==> src/rtl/pool_window_seq.sv <==
// Sequences a row-major pixel stream into 2x2 stride-2 max-pool windows for POOL_PE:
// one SET plus three COMPAREs per window, then flags the PE's registered result.
module pool_window_seq #(
    parameter int   WORD_SIZE         = 16,
    parameter int   MAX_WIDTH         = 64,
    parameter int   W_BITS            = 7,
    parameter int   H_BITS            = 8,
    parameter logic POOL_CTRL_SET     = 1'b0,
    parameter logic POOL_CTRL_COMPARE = 1'b1
) (
    input  logic                 clk,
    input  logic                 rst,
    input  logic                 start,
    input  logic [W_BITS-1:0]    cfg_width,
    input  logic [H_BITS-1:0]    cfg_height,
    input  logic                 cfg_isize,
    input  logic                 in_valid,
    output logic                 in_ready,
    input  logic [WORD_SIZE-1:0] in_data,
    output logic                 set_isize,
    output logic                 pool_ctrl,
    output logic [WORD_SIZE-1:0] pool_idata,
    input  logic [WORD_SIZE-1:0] pool_odata,
    output logic                 out_valid,
    output logic [WORD_SIZE-1:0] out_data,
    output logic                 busy,
    output logic                 done,
    output logic                 err
);

    localparam int LB_AW = $clog2(MAX_WIDTH);
    localparam logic [W_BITS:0] MAX_W = (W_BITS+1)'(MAX_WIDTH);

    localparam logic [2:0] S_IDLE = 3'd0;
    localparam logic [2:0] S_EVEN = 3'd1;
    localparam logic [2:0] S_ODD0 = 3'd2;
    localparam logic [2:0] S_ODD1 = 3'd3;
    localparam logic [2:0] S_ODD2 = 3'd4;
    localparam logic [2:0] S_ODD3 = 3'd5;

    logic [2:0]           state;
    logic [W_BITS-1:0]    col;
    logic [H_BITS-1:0]    row;
    logic [W_BITS-1:0]    width_q;
    logic [H_BITS-1:0]    height_q;
    logic                 isize_q;
    logic [WORD_SIZE-1:0] p0;
    logic [WORD_SIZE-1:0] p1;
    logic                 out_valid_q;
    logic                 done_q;
    logic                 err_q;

    logic [WORD_SIZE-1:0] lb [MAX_WIDTH];
    logic [WORD_SIZE-1:0] lb_rd;
    logic [LB_AW-1:0]     lb_addr;

    logic accept;
    logic last_col;
    logic last_row;
    logic cfg_ok;

    assign lb_addr  = col[LB_AW-1:0];
    assign lb_rd    = lb[lb_addr];
    assign accept   = in_valid & in_ready;
    assign last_col = (col == width_q - W_BITS'(1));
    assign last_row = (row == height_q - H_BITS'(1));

    assign cfg_ok = !cfg_width[0] && (cfg_width >= W_BITS'(2)) && ({1'b0, cfg_width} <= MAX_W)
                    && !cfg_height[0] && (cfg_height >= H_BITS'(2));

    assign set_isize = isize_q;
    assign busy      = (state != S_IDLE);
    assign out_valid = out_valid_q;
    assign out_data  = pool_odata;
    assign done      = done_q;
    assign err       = err_q;

    // Idle feed (COMPARE with the PE's own value) keeps the PE result stable.
    always_comb begin
        in_ready   = 1'b0;
        pool_ctrl  = POOL_CTRL_COMPARE;
        pool_idata = pool_odata;
        if (!rst) begin
            case (state)
                S_EVEN: in_ready = 1'b1;
                S_ODD0: begin
                    in_ready = 1'b1;
                    if (in_valid) begin
                        pool_ctrl  = POOL_CTRL_SET;
                        pool_idata = lb_rd;
                    end
                end
                S_ODD1: begin
                    in_ready = 1'b1;
                    if (in_valid) begin
                        pool_idata = lb_rd;
                    end
                end
                S_ODD2: pool_idata = p0;
                S_ODD3: pool_idata = p1;
                default: ;
            endcase
        end
    end

    always_ff @(posedge clk) begin
        if (state == S_EVEN && accept) begin
            lb[lb_addr] <= in_data;
        end
    end

    always_ff @(posedge clk) begin
        if (rst) begin
            state       <= S_IDLE;
            col         <= '0;
            row         <= '0;
            width_q     <= '0;
            height_q    <= '0;
            isize_q     <= 1'b0;
            p0          <= '0;
            p1          <= '0;
            out_valid_q <= 1'b0;
            done_q      <= 1'b0;
            err_q       <= 1'b0;
        end else begin
            out_valid_q <= 1'b0;
            done_q      <= 1'b0;
            err_q       <= 1'b0;
            case (state)
                S_IDLE: begin
                    if (start) begin
                        if (cfg_ok) begin
                            width_q  <= cfg_width;
                            height_q <= cfg_height;
                            isize_q  <= cfg_isize;
                            col      <= '0;
                            row      <= '0;
                            state    <= S_EVEN;
                        end else begin
                            err_q <= 1'b1;
                        end
                    end
                end
                S_EVEN: begin
                    if (accept) begin
                        if (last_col) begin
                            col   <= '0;
                            row   <= row + H_BITS'(1);
                            state <= S_ODD0;
                        end else begin
                            col <= col + W_BITS'(1);
                        end
                    end
                end
                S_ODD0: begin
                    if (accept) begin
                        p0    <= in_data;
                        col   <= col + W_BITS'(1);
                        state <= S_ODD1;
                    end
                end
                S_ODD1: begin
                    if (accept) begin
                        p1    <= in_data;
                        col   <= last_col ? '0 : col + W_BITS'(1);
                        state <= S_ODD2;
                    end
                end
                S_ODD2: state <= S_ODD3;
                S_ODD3: begin
                    out_valid_q <= 1'b1;
                    // col == 0 here means ODD1 just wrapped the row.
                    if (col == '0) begin
                        if (last_row) begin
                            done_q <= 1'b1;
                            state  <= S_IDLE;
                        end else begin
                            row   <= row + H_BITS'(1);
                            state <= S_EVEN;
                        end
                    end else begin
                        state <= S_ODD0;
                    end
                end
                default: state <= S_IDLE;
            endcase
        end
    end

endmodule

==> config.mk <==
export PLATFORM = sky130hd
export DESIGN_NAME = pool_window_seq
export DESIGN_NICKNAME = d
export VERILOG_FILES = /design/src/rtl/pool_window_seq.sv
export SDC_FILE = /design/constraint.sdc
export NUM_CORES = 1
export LEC_CHECK = 0
export BUFFER_PORTS_ARGS = -buffer_cell sky130_fd_sc_hd__buf_2
export CORE_AREA = 2 2 307 309
export DETAILED_ROUTE_END_ITERATION = 8
export DIE_AREA = 0 0 309 311
export PLACE_DENSITY = 0.77
export SLEW_MARGIN = 20
export SYNTH_ARGS = -nofsm -noshare
export SYNTH_HDL_FRONTEND = slang
export SYNTH_SLANG_ARGS = --single-unit
==> constraint.sdc <==
create_clock -name clk -period 3.4 [get_ports clk]
set_input_delay 0.51 -clock clk [delete_from_list [all_inputs] [get_ports clk]]
set_output_delay 0.51 -clock clk [all_outputs]
set_load 0.01 [all_outputs]
==> impl_metrics.ini <==
[outcome]
status = finished with violations
violations = negative setup slack

[logic_synthesis]
synth_top_cell_by_area = edfxtp_1
synth_commonest_cells = edfxtp_1, mux4_2, nor2_1
ys_ff_latch = 1099
yosysWarnings = 0
synth-main-ff-cell = edfxtp_1
yosysSeqAreaShare_pct = 74.6
synth_cell_types = 60
synth-edff-count = 1024
synth_area_mm2 = 0.0433
async_reset_ff_share_pct = 0
synth_top_area_share_pct = 71.1
synth_most_common_cell = edfxtp_1
netlist_instances = 2067
avgSynthCellArea_um2 = 20.9
ys_top_cells_by_area = edfxtp_1, mux4_2, dfxtp_1
synth_fp_nets = 2126

[power]
p_leak_uw = 0.0161
vdd_drop_max_v = 0.000389
p_per_area_mw_per_mm2 = 567

[detailed_routing]
drt-initial-drc-count = 3496
drc = 0
dr.pass1.iters = 6
dr_total_vias = 22800
routedWlPerCell_um = 30.4
routed_wl_mm = 112
ant_nets = 0
viasPerCell = 6.17

[finish]
seqCellArea_mm2 = 0.0323
final_area_mm2 = 0.0508
fillCellCount = 6693
drive_gt1_share_pct = 34.7
area_growth_syn_to_layout_pct = 17.3
nets = 2417
multi_input_area_mm2 = 0.0105

[cts]
cts_buffers = 105
path_clk_slew_ns = 0.06
cts_sinks = 1099
htree_num_levels = 3
cts_tree = yes
postCtsHoldBufs = 0
root_buffer = clkbuf_16
clkLatencyLatePin_ns = 0.67
clk_path_buf_depth = 3

[global_route]
antenna_found_initial = 7
grt_max_degree = 67
grt_pass1_vias = 23100
grt-ovfl-total = 0
grtUsageTotal_pct = 23.3
grt_pass1_wl_mm = 161

[min_path]
hp-class = in2reg

[sta]
fin_crit_ns = 4.35
final_max_slew_viol_count = 0
fin_ws_ns = -0.952
worstMarginPinSlew_ns = 1.12
relSlewSlack_pct = 24.7
clock-skew-final_ns = 0.0345
rsz0062_at_grt = yes
fin_setup_tns_ns = -14.39
hold_viol_final = 0
fmax_mhz = 230
setup_viol = 16
final.period_utilization_pct = 128
holdWs_ns = 0.0923

[setup_path]
worstPathArrival_ns = 3.84
crit_required_ns = 2.89
critPathCaptureType = primary output
start_kind = register
cp_max_fo = 8
crit_type = reg2out
rrSetupSlack_ns = 0.07

[placed_design]
dp_worst_setup_slack_ns = -0.308
hpwlAfterDp_mm = 63.6
placement.cell_area_mm2 = 0.0465
gp_congestion = 0.857
port_buffers = 90

[die]
dieHeight_um = 311
io_pins = 91
coreArea_mm2 = 0.0928
die_width_um = 309
initial_core_util_pct = 46.6
std_cell_rows = 112
dieArea_mm2 = 0.0961

[flow_run]
drv_cap = 0
power by group:
part	total [uW]	switching, uW	internal (uW)
combinational	2350	1160	1190
sequential	14800	28.1	14800
clock	11600	4990	6630
total	28800	6180	22600
critical path: stages, from the launching register on:
cell,delay [ns]
dfxtp_4,0.43
buf_12,0.19
clkbuf_16,0.16
buf_12,0.11
mux4_2,0.51
mux4_2,0.57
mux4_2,0.64
nand2b_4,0.19
a21oi_2,0.15
a21oi_1,0.05
buf_2,0.14
layout by cell type (no fill, tap or decap), drive strengths merged, types with 19 or more instances in the layout:
master,netlist,final
nand2,77,77
dfxtp,75,75
inv,28,30
mux2i,20,20
nor2,96,96
nand2b,35,35
buf,47,308
clkinv,1,48
clkbuf,83,135
mux4,336,336
o21ai,41,41
nand3b,19,19
a21oi,48,48
edfxtp,1024,1024
timing repair:
item	CTS	global route
setup buffers	20	24
cloned	4	6
setup endpoints to repair	16	16
resized for setup	21	29
pin swaps	2	5
registers in the layout, indices dropped and copies added, names as in the netlist, named ones only:
name,count
p0,16
set_isize,1
width_q,7
err,1
out_valid,1
col,7
done,1
height_q,8
state,3
p1,16
lb,1024
row,8
area by class of cell:
class / instances / share of cell area (%)
multi-input combinational: 809 / 20.7
sequential: 1099 / 63.6
antenna: 2 / 0.00986
clock buffer: 129 / 5.46
clock inverter: 66 / 1.28
inverter: 29 / 0.214
tap: 1254 / 3.09
timing repair buffer: 314 / 5.67
metal layers:
metal / up-vias / track usage (%) / routed length (um)
li1: 9140 / - / -
met1: 11800 / 30.1 / 39300
met2: 1590 / 38.5 / 56600
met3: 246 / 5.44 / 12300
met4: 10 / 8.91 / 4090
met5: - / 0 / 65
through the flow:
stage / total power (uW) / util (%) / cells
after floorplan: 16300 / - / 2067
after global placement: 17000 / 50.1 / 3453
after detailed placement: 17100 / 50.1 / 3453
after CTS: 28700 / 54.2 / 3671
after global routing: 29500 / 54.7 / 3700
final: 28800 / 54.7 / 3702
logic make-up (layout without fill, tap and decap cells):
| family | Yosys count | count (layout) | synth area share, % |
|---|---|---|---|
| xor gates and xnor gates | 22 | 22 | 0.446 |
| DFF | 1099 | 1099 | 74.6 |
| adders and majority gates | 7 | 7 | 0.202 |
| and+or+nand+nor | 294 | 294 | 3.34 |
| muxes | 356 | 356 | 18.0 |
| other | 0 | 2 | 0 |
| buffers and inverters | 159 | 538 | 1.54 |
| AOI/OAI and AO/OA | 130 | 130 | 1.96 |
final timing paths:
path | start | to | cells past startpoint
hold reg to reg | p1[12] | p1[12] | 2
setup / recovery | register | pool_idata[5] | 10
setup reg to reg | state[1] | lb[33][9] | 7
hold / removal | cfg_isize | set_isize | 3
Note: power is estimated with default switching activity, not from simulation.
